--- src/rtl/dac_mixer_sched_if.sv ---
// -----------------------------------------------------------------------------
// dac_mixer_sched_if
//   Sample request bundle between the requesters and the DAC mixer scheduler.
//   One valid/ready pair per channel. Channel i's data sits at s_data[i*DW +: DW].
//
//   Signals
//     s_valid  [CHANNELS]     requester i offers a sample
//     s_data   [CHANNELS*DW]  signed samples, channel-sliced
//     s_ready  [CHANNELS]     mixer can take a sample on channel i
//
//   Modports
//     master : requester side (drives valid/data, sees ready)
//     slave  : mixer side     (sees valid/data, drives ready)
// -----------------------------------------------------------------------------
interface dac_mixer_sched_if #(
    parameter int CHANNELS = 4,
    parameter int DW       = 8
);
    logic [CHANNELS-1:0]    s_valid;
    logic [CHANNELS*DW-1:0] s_data;
    logic [CHANNELS-1:0]    s_ready;

    modport master (output s_valid, output s_data, input  s_ready);
    modport slave  (input  s_valid, input  s_data, output s_ready);
endinterface

--- src/rtl/dac_mixer_sched.sv ---
// -----------------------------------------------------------------------------
// dac_mixer_sched
//   Sample scheduler and mixer in front of the delta-sigma DAC. Each channel
//   owns a one-sample holding slot. Every DIV clocks a sequence starts that
//   multiply-accumulates one channel per clock with its volume, shifts the sum
//   down by VW, saturates it to OW bits and presents it in excess-2^(OW-1)
//   form together with a one-cycle frame strobe. A channel with no fresh
//   sample at its slot repeats its last sample and raises a sticky underrun.
//
//   Ports
//     clock         system clock
//     reset         asynchronous, active-high reset
//     sif           slave side of the per-channel sample handshake
//     vol           unsigned per-channel volume, channel i at [i*VW +: VW]
//     mute          force midscale on the output (channels still consumed)
//     underrun_clr  clear all sticky underrun flags (a same-edge set wins)
//     dac_d         DAC input word, excess-2^(OW-1)
//     frame         one-cycle pulse in the cycle dac_d takes a new value
//     underrun      sticky per-channel underrun flags
// -----------------------------------------------------------------------------
module dac_mixer_sched #(
    parameter int CHANNELS = 4,
    parameter int DW       = 8,
    parameter int VW       = 6,
    parameter int OW       = 8,
    parameter int DIV      = 16
) (
    input  logic                   clock,
    input  logic                   reset,
    dac_mixer_sched_if.slave       sif,
    input  logic [CHANNELS*VW-1:0] vol,
    input  logic                   mute,
    input  logic                   underrun_clr,
    output logic [OW-1:0]          dac_d,
    output logic                   frame,
    output logic [CHANNELS-1:0]    underrun
);

    localparam int PW = DW + VW + 1;                 // signed x zero-extended volume
    localparam int AW = PW + $clog2(CHANNELS);       // sum of CHANNELS products cannot overflow
    localparam int IW = (CHANNELS > 1) ? $clog2(CHANNELS) : 1;
    localparam int CW = (DIV > 1) ? $clog2(DIV) : 1;

    localparam logic signed [AW-1:0] SAT_MAX  = AW'((2 ** (OW - 1)) - 1);
    localparam logic signed [AW-1:0] SAT_MIN  = AW'(-(2 ** (OW - 1)));
    localparam logic [OW-1:0]        MIDSCALE = {1'b1, {(OW - 1){1'b0}}};
    localparam logic [IW-1:0]        IDX_LAST = IW'(CHANNELS - 1);
    localparam logic [CW-1:0]        CNT_LAST = CW'(DIV - 1);

    typedef enum logic [1:0] {
        ST_IDLE = 2'd0,
        ST_MAC  = 2'd1,
        ST_SAT  = 2'd2
    } state_e;

    // State
    state_e                          state_q, state_d;
    logic [CW-1:0]                   cnt_q, cnt_d;
    logic [IW-1:0]                   idx_q, idx_d;
    logic signed [AW-1:0]            acc_q, acc_d;
    logic [CHANNELS-1:0][DW-1:0]     hold_q, hold_d;
    logic [CHANNELS-1:0]             full_q, full_d;
    logic [OW-1:0]                   out_q, out_d;
    logic                            frame_q, frame_d;
    logic [CHANNELS-1:0]             underrun_q, underrun_d;

    // Datapath helpers
    logic                            tick;
    logic [VW-1:0]                   vol_arr [CHANNELS];
    logic signed [PW-1:0]            prod;
    logic signed [AW-1:0]            shifted;
    logic signed [AW-1:0]            clamped;

    assign tick = (cnt_q == CNT_LAST);

    always_comb begin
        for (int i = 0; i < CHANNELS; i++) begin
            vol_arr[i] = vol[i*VW +: VW];
        end
    end

    // NOTE: every signal written here gets a default before any branch, so no
    // path leaves it unassigned and no latch is inferred. Combinational blocks
    // use blocking '=' so later statements see the values computed above them.
    always_comb begin
        state_d    = state_q;
        cnt_d      = tick ? '0 : cnt_q + 1'b1;
        idx_d      = idx_q;
        acc_d      = acc_q;
        hold_d     = hold_q;
        full_d     = full_q;
        out_d      = out_q;
        frame_d    = 1'b0;
        underrun_d = underrun_clr ? '0 : underrun_q;

        prod    = PW'($signed(hold_q[idx_q])) * PW'($signed({1'b0, vol_arr[idx_q]}));
        shifted = acc_q >>> VW;
        if (shifted > SAT_MAX) begin
            clamped = SAT_MAX;
        end else if (shifted < SAT_MIN) begin
            clamped = SAT_MIN;
        end else begin
            clamped = shifted;
        end

        // Accept into empty slots. A full slot holds ready low, so an accept
        // never lands on the same edge as that channel's consume below.
        for (int i = 0; i < CHANNELS; i++) begin
            if (sif.s_valid[i] && !full_q[i]) begin
                hold_d[i] = sif.s_data[i*DW +: DW];
                full_d[i] = 1'b1;
            end
        end

        unique case (state_q)
            ST_IDLE: begin
                if (tick) begin
                    acc_d   = '0;
                    idx_d   = '0;
                    state_d = ST_MAC;
                end
            end
            ST_MAC: begin
                acc_d = acc_q + AW'(prod);
                // A starved channel repeats its stale sample; the flag set
                // comes after the clear default so a same-edge set wins.
                if (full_q[idx_q]) begin
                    full_d[idx_q] = 1'b0;
                end else begin
                    underrun_d[idx_q] = 1'b1;
                end
                if (idx_q == IDX_LAST) begin
                    state_d = ST_SAT;
                end else begin
                    idx_d = idx_q + 1'b1;
                end
            end
            ST_SAT: begin
                // Two's complement to excess-2^(OW-1): flip the sign bit.
                out_d   = mute ? MIDSCALE : {~clamped[OW-1], clamped[OW-2:0]};
                frame_d = 1'b1;
                state_d = ST_IDLE;
            end
            default: begin
                state_d = ST_IDLE;
            end
        endcase
    end

    // NOTE: sequential state uses non-blocking '<=' so every register samples
    // the pre-edge values of the others, independent of statement order.
    // The holding slots are reset too: an underrun before any sample arrives
    // repeats hold, so its content must be defined (zero) out of reset.
    always_ff @(posedge clock or posedge reset) begin
        if (reset) begin
            state_q    <= ST_IDLE;
            cnt_q      <= '0;
            idx_q      <= '0;
            acc_q      <= '0;
            hold_q     <= '0;
            full_q     <= '0;
            out_q      <= MIDSCALE;
            frame_q    <= 1'b0;
            underrun_q <= '0;
        end else begin
            state_q    <= state_d;
            cnt_q      <= cnt_d;
            idx_q      <= idx_d;
            acc_q      <= acc_d;
            hold_q     <= hold_d;
            full_q     <= full_d;
            out_q      <= out_d;
            frame_q    <= frame_d;
            underrun_q <= underrun_d;
        end
    end

    assign sif.s_ready = ~full_q;
    assign dac_d       = out_q;
    assign frame       = frame_q;
    assign underrun    = underrun_q;

endmodule

--- src/flat_wrapper.sv ---
// flat-port wrapper written by rule: the top's interface ports become plain ports
module dac_mixer_sched_flat 
#(
    parameter int CHANNELS = 4,
    parameter int DW       = 8,
    parameter int VW       = 6,
    parameter int OW       = 8,
    parameter int DIV      = 16
)
  (clock, reset, vol, mute, underrun_clr, dac_d, frame, underrun, sif_s_valid, sif_s_data, sif_s_ready);
  dac_mixer_sched_if #(.CHANNELS(CHANNELS), .DW(DW)) sif_i ();
  input  logic clock;
  input  logic reset;
  input  logic [CHANNELS*VW-1:0] vol;
  input  logic mute;
  input  logic underrun_clr;
  output logic [OW-1:0] dac_d;
  output logic frame;
  output logic [CHANNELS-1:0] underrun;
  input wire logic [$bits(sif_i.s_valid)-1:0] sif_s_valid;
  input wire logic [$bits(sif_i.s_data)-1:0] sif_s_data;
  output wire logic [$bits(sif_i.s_ready)-1:0] sif_s_ready;
  assign sif_i.s_valid = sif_s_valid;
  assign sif_i.s_data = sif_s_data;
  assign sif_s_ready = sif_i.s_ready;
  dac_mixer_sched #(.CHANNELS(CHANNELS), .DW(DW), .VW(VW), .OW(OW), .DIV(DIV)) u_core (.clock(clock), .reset(reset), .sif(sif_i), .vol(vol), .mute(mute), .underrun_clr(underrun_clr), .dac_d(dac_d), .frame(frame), .underrun(underrun));
endmodule
--- config.mk ---
export PLATFORM = sky130hd
export DESIGN_NAME = dac_mixer_sched_flat
export DESIGN_NICKNAME = d
export VERILOG_FILES = /design/src/rtl/dac_mixer_sched_if.sv /design/src/rtl/dac_mixer_sched.sv /design/src/flat_wrapper.sv
export SDC_FILE = /design/constraint.sdc
export NUM_CORES = 1
export LEC_CHECK = 0
export BUFFER_PORTS_ARGS = -buffer_cell sky130_fd_sc_hd__buf_2
export CAP_MARGIN = 20
export CORE_ASPECT_RATIO = 1.25
export CORE_UTILIZATION = 30
export DETAILED_ROUTE_END_ITERATION = 16
export PLACE_DENSITY = 0.47
export SLEW_MARGIN = 5
export SYNTH_ARGS = -nofsm -noshare
export SYNTH_HDL_FRONTEND = slang
export SYNTH_SLANG_ARGS = --single-unit
--- constraint.sdc ---
create_clock -name clock -period 12.18 [get_ports clock]
set_input_delay 1.218 -clock clock [delete_from_list [all_inputs] [get_ports clock]]
set_output_delay 1.218 -clock clock [all_outputs]
set_load 0.02 [all_outputs]
==> impl_metrics.json, run 1 <==
{
  "critical_path.reg2reg.startpoint": "u_core.idx_q[1]",
  "tns_ns": 0,
  "cp_data_arrival_time_ns": 5.94,
  "viasPerCell": 4.54,
  "post-route-util_pct": 35.5,
  "drt_drc_violations_left": 0,
  "timing.clock.skew_ns": 0.00907,
  "sink_count_of_the_clock_tree": 74,
  "first_global_vias": 4575,
  "longest_clk_path_bufs": 2,
  "via_count": 4132,
  "num-nets-final": 800,
  "synth_nets": 720,
  "place.gp.congestion": 0.814,
  "die_width_microns": 128,
  "report.final.hold_viol_count": 0,
  "met2_wirelength_microns": 7170,
  "place_worst_setup_slack_ns": 6.07,
  "timing.critical_path.required_ns": 12.40,
  "cts.htree.levels": 3,
  "cp_max_fo": 8,
  "relative_slew_slack_pct": 35.7,
  "crit_path_start": "vol[19]",
  "synth_edf_count": 0,
  "place.port_buffers": 80,
  "antenna_left": 0,
  "floorplan.rows": 57,
  "worst_path_dominant_cell_family": "adder cells",
  "fp.dieArea_sq_mm": 0.0204,
  "synth.ff_latch_count": 74,
  "floorplan.die.height_microns": 160,
  "cts_hold_bufs": 0,
  "cts.repair_timing.setup_buffer_count": 0,
  "timing.max_cap.violations": 0,
  "yosysSeqAreaShare_pct": 31.1,
  "overflow_left_after_global_routing": 0,
  "synth.avg_cell_area_sq_um": 10.6,
  "synth_cell_area_sq_mm": 0.00595,
  "final-setup-viol-count": 0,
  "rsz_0062_raised_after_global_routing": "false",
  "highest-signal-layer": "met4",
  "count_of_cell_types_in_the_netlist": 53,
  "routedWlPerCell_microns": 15.1,
  "grt_usage_pct": 14.5,
  "antenna_found_initial": 0,
  "fill_cells": 1988,
  "routedLengthMet1_microns": 5710,
  "wire_length_of_the_first_global_routing_pass_microns": 23000,
  "fmax_mhz": 175,
  "status": "finished clean",
  "route.final.wire_length_microns": 13700,
  "worst_path_max_delay_cell": "sky130_fd_sc_hd__mux4_2",
  "critical_path.cell_chain": "buf_2 -> mux4_2 -> nand2_1 -> fa_1 -> inv_1 -> fa_1 -> fa_1 -> inv_1 -> fa_1 -> inv_1 -> ha_1 -> a21oi_1 -> and2b_1 -> o21ai_1 -> nand4_1 -> a31o_1 -> mux2_4",
  "cp-end-kind": "register",
  "tritoncts": "built",
  "setup.worst_path.start_class": "input pin",
  "report.final.slew_viol_count": 0,
  "drt_iter0_drc": 145,
  "cts_resized": 0,
  "initial_utilization_pct": 30.6,
  "worstPathBufferInverterCount": 4,
  "clkLatencyLatePin_ns": 0.34,
  "area_growth_syn_to_layout_pct": 16.2,
  "clock_transition_at_path_regs_ns": 0.06,
  "path_class": "input pin to register",
  "cts_root_cell": "sky130_fd_sc_hd__clkbuf_16",
  "met3_length_microns": 525,
  "async_flop_share_pct": 100,
  "synth_ff_type": "sky130_fd_sc_hd__dfrtp_1",
  "grt_max_degree": 75,
  "most_numerous_cell_on_the_critical_path": "sky130_fd_sc_hd__fa_1",
  "cts_buffers": 9,
  "drt_first_pass_iters": 4,
  "drive_gt1_share_pct": 24.7,
  "worst_hold_class": "register to register",
  "place.detailed.hpwl_microns": 11200,
  "min_from": "u_core.dac_d[6]",
  "worstMarginPinSlew_ns": 0.964,
  "floorplan.io_pins": 81,
  "crit_path_max_incr_delay_ns": 0.55,
  "post_synth_inst_count": 560,
  "core_area_sq_mm": 0.0195,
  "finalCritPeriodShare_pct": 46.9,
  "finalWorstSetupSlack_ns": 6.46,
  "period_needed_ns": 5.72,
  "antenna-diode-count": 0,
  "yosysWarnings": 0
}
==> synthesized netlist by cell type (5+ instances only) <==
| cell type | instances | share of area, % |
|---|---|---|
| sky130_fd_sc_hd__a21oi_1 | 16 | 1.3 |
| sky130_fd_sc_hd__a22o_1 | 6 | 0.88 |
| sky130_fd_sc_hd__a31oi_1 | 7 | 0.74 |
| sky130_fd_sc_hd__and2_1 | 33 | 3.5 |
| sky130_fd_sc_hd__clkbuf_1 | 8 | 0.50 |
| sky130_fd_sc_hd__dfrtp_1 | 73 | 31 |
| sky130_fd_sc_hd__fa_1 | 54 | 18 |
| sky130_fd_sc_hd__ha_1 | 42 | 8.8 |
| sky130_fd_sc_hd__inv_1 | 122 | 7.7 |
| sky130_fd_sc_hd__mux2_2 | 33 | 6.2 |
| sky130_fd_sc_hd__mux4_2 | 15 | 5.7 |
| sky130_fd_sc_hd__nand2_1 | 45 | 2.8 |
| sky130_fd_sc_hd__nor2_1 | 7 | 0.44 |
| sky130_fd_sc_hd__nor2b_1 | 5 | 0.53 |
| sky130_fd_sc_hd__o21ai_0 | 19 | 1.6 |
| sky130_fd_sc_hd__xnor2_1 | 9 | 1.3 |
==> registers in the layout, indices dropped and copies added, names as in the netlist <==
| register | count |
|---|---|
| u_core.underrun | 4 |
| u_core.acc_q | 17 |
| u_core.cnt_q | 4 |
| u_core.frame | 1 |
| u_core.full_q | 4 |
| u_core.state_q | 2 |
| u_core.hold_q | 32 |
| u_core.idx_q | 2 |
| u_core.dac_d | 8 |
==> per-layer routing <==
| layer | track usage (%) | vias to the layer above |
|---|---|---|
| met3 | 2.15 | 20 |
| li1 | - | 1976 |
| met4 | 5.99 | 0 |
| met5 | 0 | - |
| met2 | 25.7 | 96 |
| met1 | 17.5 | 2040 |
==> logic make-up (layout without fill, tap and decap cells) <==
group / after synthesis / after routing / share of synthesized area, %
AND/OR/NAND/NOR: 111 / 111 / 9.60
flip-flops: 74 / 74 / 31.1
adder cells (fa/ha/maj): 96 / 96 / 27.0
AO/OA/AOI/OAI: 81 / 81 / 9.43
multiplexers: 49 / 49 / 12.2
buffers and inverters: 136 / 221 / 8.78
XOR/XNOR: 13 / 13 / 1.91
==> metrics by stage <==
step	hold slack [ns]	area [sq um]	std cells
floorplan	0.449	5950	560
global placement	0.449	6640	894
detailed placement	0.454	6640	894
CTS	0.468	6920	910
global route	0.486	6920	910
finish	0.459	6920	910
==> worst min-delay path, cell delays in order (launching register included) <==
cell and delay, ns:
sky130_fd_sc_hd__dfrtp_1 0.34, sky130_fd_sc_hd__nand2_1 0.05, sky130_fd_sc_hd__nand2_1 0.04
==> area by class of cell <==
cell class / count / area, sq um / share of cell area [%]
multi-input cells: 350 / 3580 / 51.7
flip-flops and latches: 74 / 1850 / 26.8
inverters: 122 / 458 / 6.62
repair buffers: 83 / 423 / 6.11
well taps: 265 / 332 / 4.79
clock buffers: 11 / 243 / 3.51
clock inverters: 5 / 31.3 / 0.452
==> cell usage in the layout, fill, tap and decap left out, types with 5 or more instances in the layout <==
cell	instances
sky130_fd_sc_hd__nor2_1	7
sky130_fd_sc_hd__mux4_2	15
sky130_fd_sc_hd__clkbuf_16	9
sky130_fd_sc_hd__ha_1	42
sky130_fd_sc_hd__xnor2_1	9
sky130_fd_sc_hd__fa_1	54
sky130_fd_sc_hd__buf_2	80
sky130_fd_sc_hd__dfrtp_1	73
sky130_fd_sc_hd__nand2_1	45
sky130_fd_sc_hd__a31oi_1	7
sky130_fd_sc_hd__o21ai_0	19
sky130_fd_sc_hd__a22o_1	6
sky130_fd_sc_hd__a21oi_1	16
sky130_fd_sc_hd__and2_1	33
sky130_fd_sc_hd__mux2_2	33
sky130_fd_sc_hd__nor2b_1	5
sky130_fd_sc_hd__inv_1	121
==> worst paths after layout <==
check | end | slack (ns) | depth (start not counted)
setup / recovery | u_core.acc_q[16] | 6.46 | 17
hold / removal | u_core.dac_d[6] | 0.46 | 2
setup reg to reg | u_core.acc_q[16] | 6.57 | 16
hold reg to reg | u_core.dac_d[6] | 0.46 | 2
max in group asynchronous | u_core.hold_q[19] | 10.38 | 3
min in group asynchronous | u_core.state_q[0] | 1.17 | 3
Power of run 1 is left out: the tool's default activity adds up to more than one toggle a clock period on the data nets, which glitch-free logic cannot reach.
==> run 2: changes to the inputs <==
- PLACE_DENSITY: 0.47 -> 0.49
- clock period: 12.18 -> 5 ns (I/O delays scaled with it)
==> run 2 against run 1 <==
Effect of this change: the flow now finishes with violations (negative setup slack); worst setup slack worse by 6.5 ns; worst hold slack got worse by 0.38 ns; clock skew decreased by 0.0010 ns; non-clock buffer count grew 57; wire length increased by 3.6%; flip-flop and latch count unchanged; clock-buffer cell count decreased by 1; core utilization up 4.1 points; first-iteration DRC count fell by 23%; highest routed layer unchanged.
==> impl_metrics.json, run 2 (same netlist as run 1, synthesis figures left out) <==
{
  "fmax_mhz": 200,
  "timing.clock.skew_ns": 0.00804,
  "wire_length_of_the_first_global_routing_pass_microns": 23600,
  "path_class": "register to register",
  "largest_reg_flops": 32,
  "final-setup-viol-count": 1,
  "setup.worst_path.start_class": "register",
  "timing.max_cap.violations": 0,
  "clkLatencyLatePin_ns": 0.34,
  "via_count": 4353,
  "first_global_vias": 4590,
  "floorplan.io_pins": 81,
  "tritoncts": "built",
  "cp-end-kind": "register",
  "relative_slew_slack_pct": 41.4,
  "drt_first_pass_iters": 4,
  "most_numerous_cell_on_the_critical_path": "sky130_fd_sc_hd__fa_1",
  "multi_input_gate_area_sq_mm": 0.00385,
  "fill_cells": 1917,
  "finalWorstSetupSlack_ns": -0.00136,
  "place_worst_setup_slack_ns": -0.186,
  "worstMarginPinSlew_ns": 0.877,
  "drt_iter0_drc": 111,
  "floorplan.die.height_microns": 160,
  "grt_usage_pct": 15.0,
  "cts.htree.levels": 3,
  "cts_root_cell": "sky130_fd_sc_hd__clkbuf_16",
  "worst_path_dominant_cell_family": "adder cells",
  "overflow_left_after_global_routing": 0,
  "num-nets-final": 857,
  "sink_count_of_the_clock_tree": 74,
  "worst_path_max_delay_cell": "sky130_fd_sc_hd__mux4_2",
  "cts_hold_bufs": 0,
  "timing.critical_path.required_ns": 5.23,
  "status": "finished, violations left",
  "core_area_sq_mm": 0.0195,
  "cp_data_arrival_time_ns": 5.23,
  "registers.top_by_ff_count": "u_core.hold_q",
  "place.port_buffers": 80,
  "finalCritPeriodShare_pct": 100,
  "initial_utilization_pct": 30.6,
  "drive_gt1_share_pct": 37.2,
  "viasPerCell": 4.50,
  "antenna_left": 0,
  "place.gp.congestion": 0.840,
  "critical_path.cell_chain": "buf_6 -> mux4_2 -> and2_4 -> fa_1 -> inv_1 -> fa_1 -> inv_1 -> fa_1 -> inv_1 -> fa_1 -> inv_2 -> ha_4 -> inv_4 -> o31ai_4 -> o211ai_2 -> a31o_1 -> a31o_1 -> mux2_4",
  "report.final.hold_viol_count": 0,
  "worstPathBufferInverterCount": 6,
  "drt_drc_violations_left": 0,
  "tns_ns": -0.00136,
  "routedWlPerCell_microns": 14.7,
  "clock_transition_at_path_regs_ns": 0.07,
  "worst_hold_class": "input pin to async pin",
  "crit_path_max_incr_delay_ns": 0.58,
  "die_width_microns": 128,
  "longest_clk_path_bufs": 2,
  "regArea_sq_mm": 0.00185,
  "place.detailed.hpwl_microns": 11400,
  "period_needed_ns": 5.00,
  "cts_buffers": 9,
  "antenna_found_initial": 0,
  "route.final.wire_length_microns": 14200,
  "cp_max_fo": 6,
  "final_common_cell": "sky130_fd_sc_hd__inv_1",
  "fp.dieArea_sq_mm": 0.0204,
  "rsz_0062_raised_after_global_routing": "true",
  "area_growth_syn_to_layout_pct": 29.5,
  "antenna-diode-count": 0,
  "layout_common_cells": "sky130_fd_sc_hd__inv_1 (112), sky130_fd_sc_hd__buf_2 (80), sky130_fd_sc_hd__dfrtp_1 (73)",
  "report.final.slew_viol_count": 0,
  "floorplan.rows": 57,
  "violated_checks": "negative setup slack",
  "grt_max_degree": 64
}
==> run 2: cell count changes in the layout (fill, tap and decap cells not counted), sizes merged <==
cell and delta:
clkinv -1, buf +57, clkbuf -1, bufinv +2
==> run 2: area by class of cell <==
class / count / share of cell area, %
clock buffers: 10 / 3.10
flip-flops and latches: 74 / 24.0
multi-input cells: 350 / 49.9
well taps: 265 / 4.30
repair buffers: 140 / 11.5
inverters: 122 / 6.00
clock inverters: 6 / 1.17
==> run 2: path summary, 6_finish.rpt <==
path,from,to,depth (start not counted),slack [ns]
setup / recovery,u_core.idx_q[0],u_core.acc_q[16],18,-0.001
max in group asynchronous,reset,u_core.hold_q[16],3,3.81
hold reg to reg,u_core.dac_d[1],u_core.dac_d[1],2,0.46
setup reg to reg,u_core.idx_q[0],u_core.acc_q[16],18,-0.001
hold / removal,reset,u_core.state_q[1],2,0.07
min in group clock,sif_s_data[6],u_core.hold_q[6],2,0.38
==> run 2: timing repair <==
action | in CTS | in global routing
pin swaps | 34 | 24
endpoints found under the hold margin | 0 | 0
gates cloned | 1 | 0
buffers inserted | 11 | 8
gates resized for setup | 29 | 26
endpoints found under the setup margin | 6 | 10
==> run 2: per-stage QoR <==
stage / area, sq um / utilization (%) / cells / hold slack (ns)
after floorplan: 6010 / - / 560 / 0.449
after global placement: 7000 / 35.9 / 933 / 0.434
after detailed placement: 7000 / 35.9 / 933 / 0.441
after CTS: 7600 / 39.0 / 961 / 0.0728
after global routing: 7710 / 39.6 / 967 / 0.0907
final: 7710 / 39.6 / 967 / 0.0744
==> run 2: layer usage <==
layer,routed length [microns],share of wire [%],GRT usage [%],vias to the layer above
met5,0,0,0,-
met4,224,1.6,5.03,0
met3,470,3.3,3.06,15
met2,7700,54,26.4,80
met1,5840,41,17.9,2161
li1,-,-,-,2097
Power of run 2 is left out for the same reason.
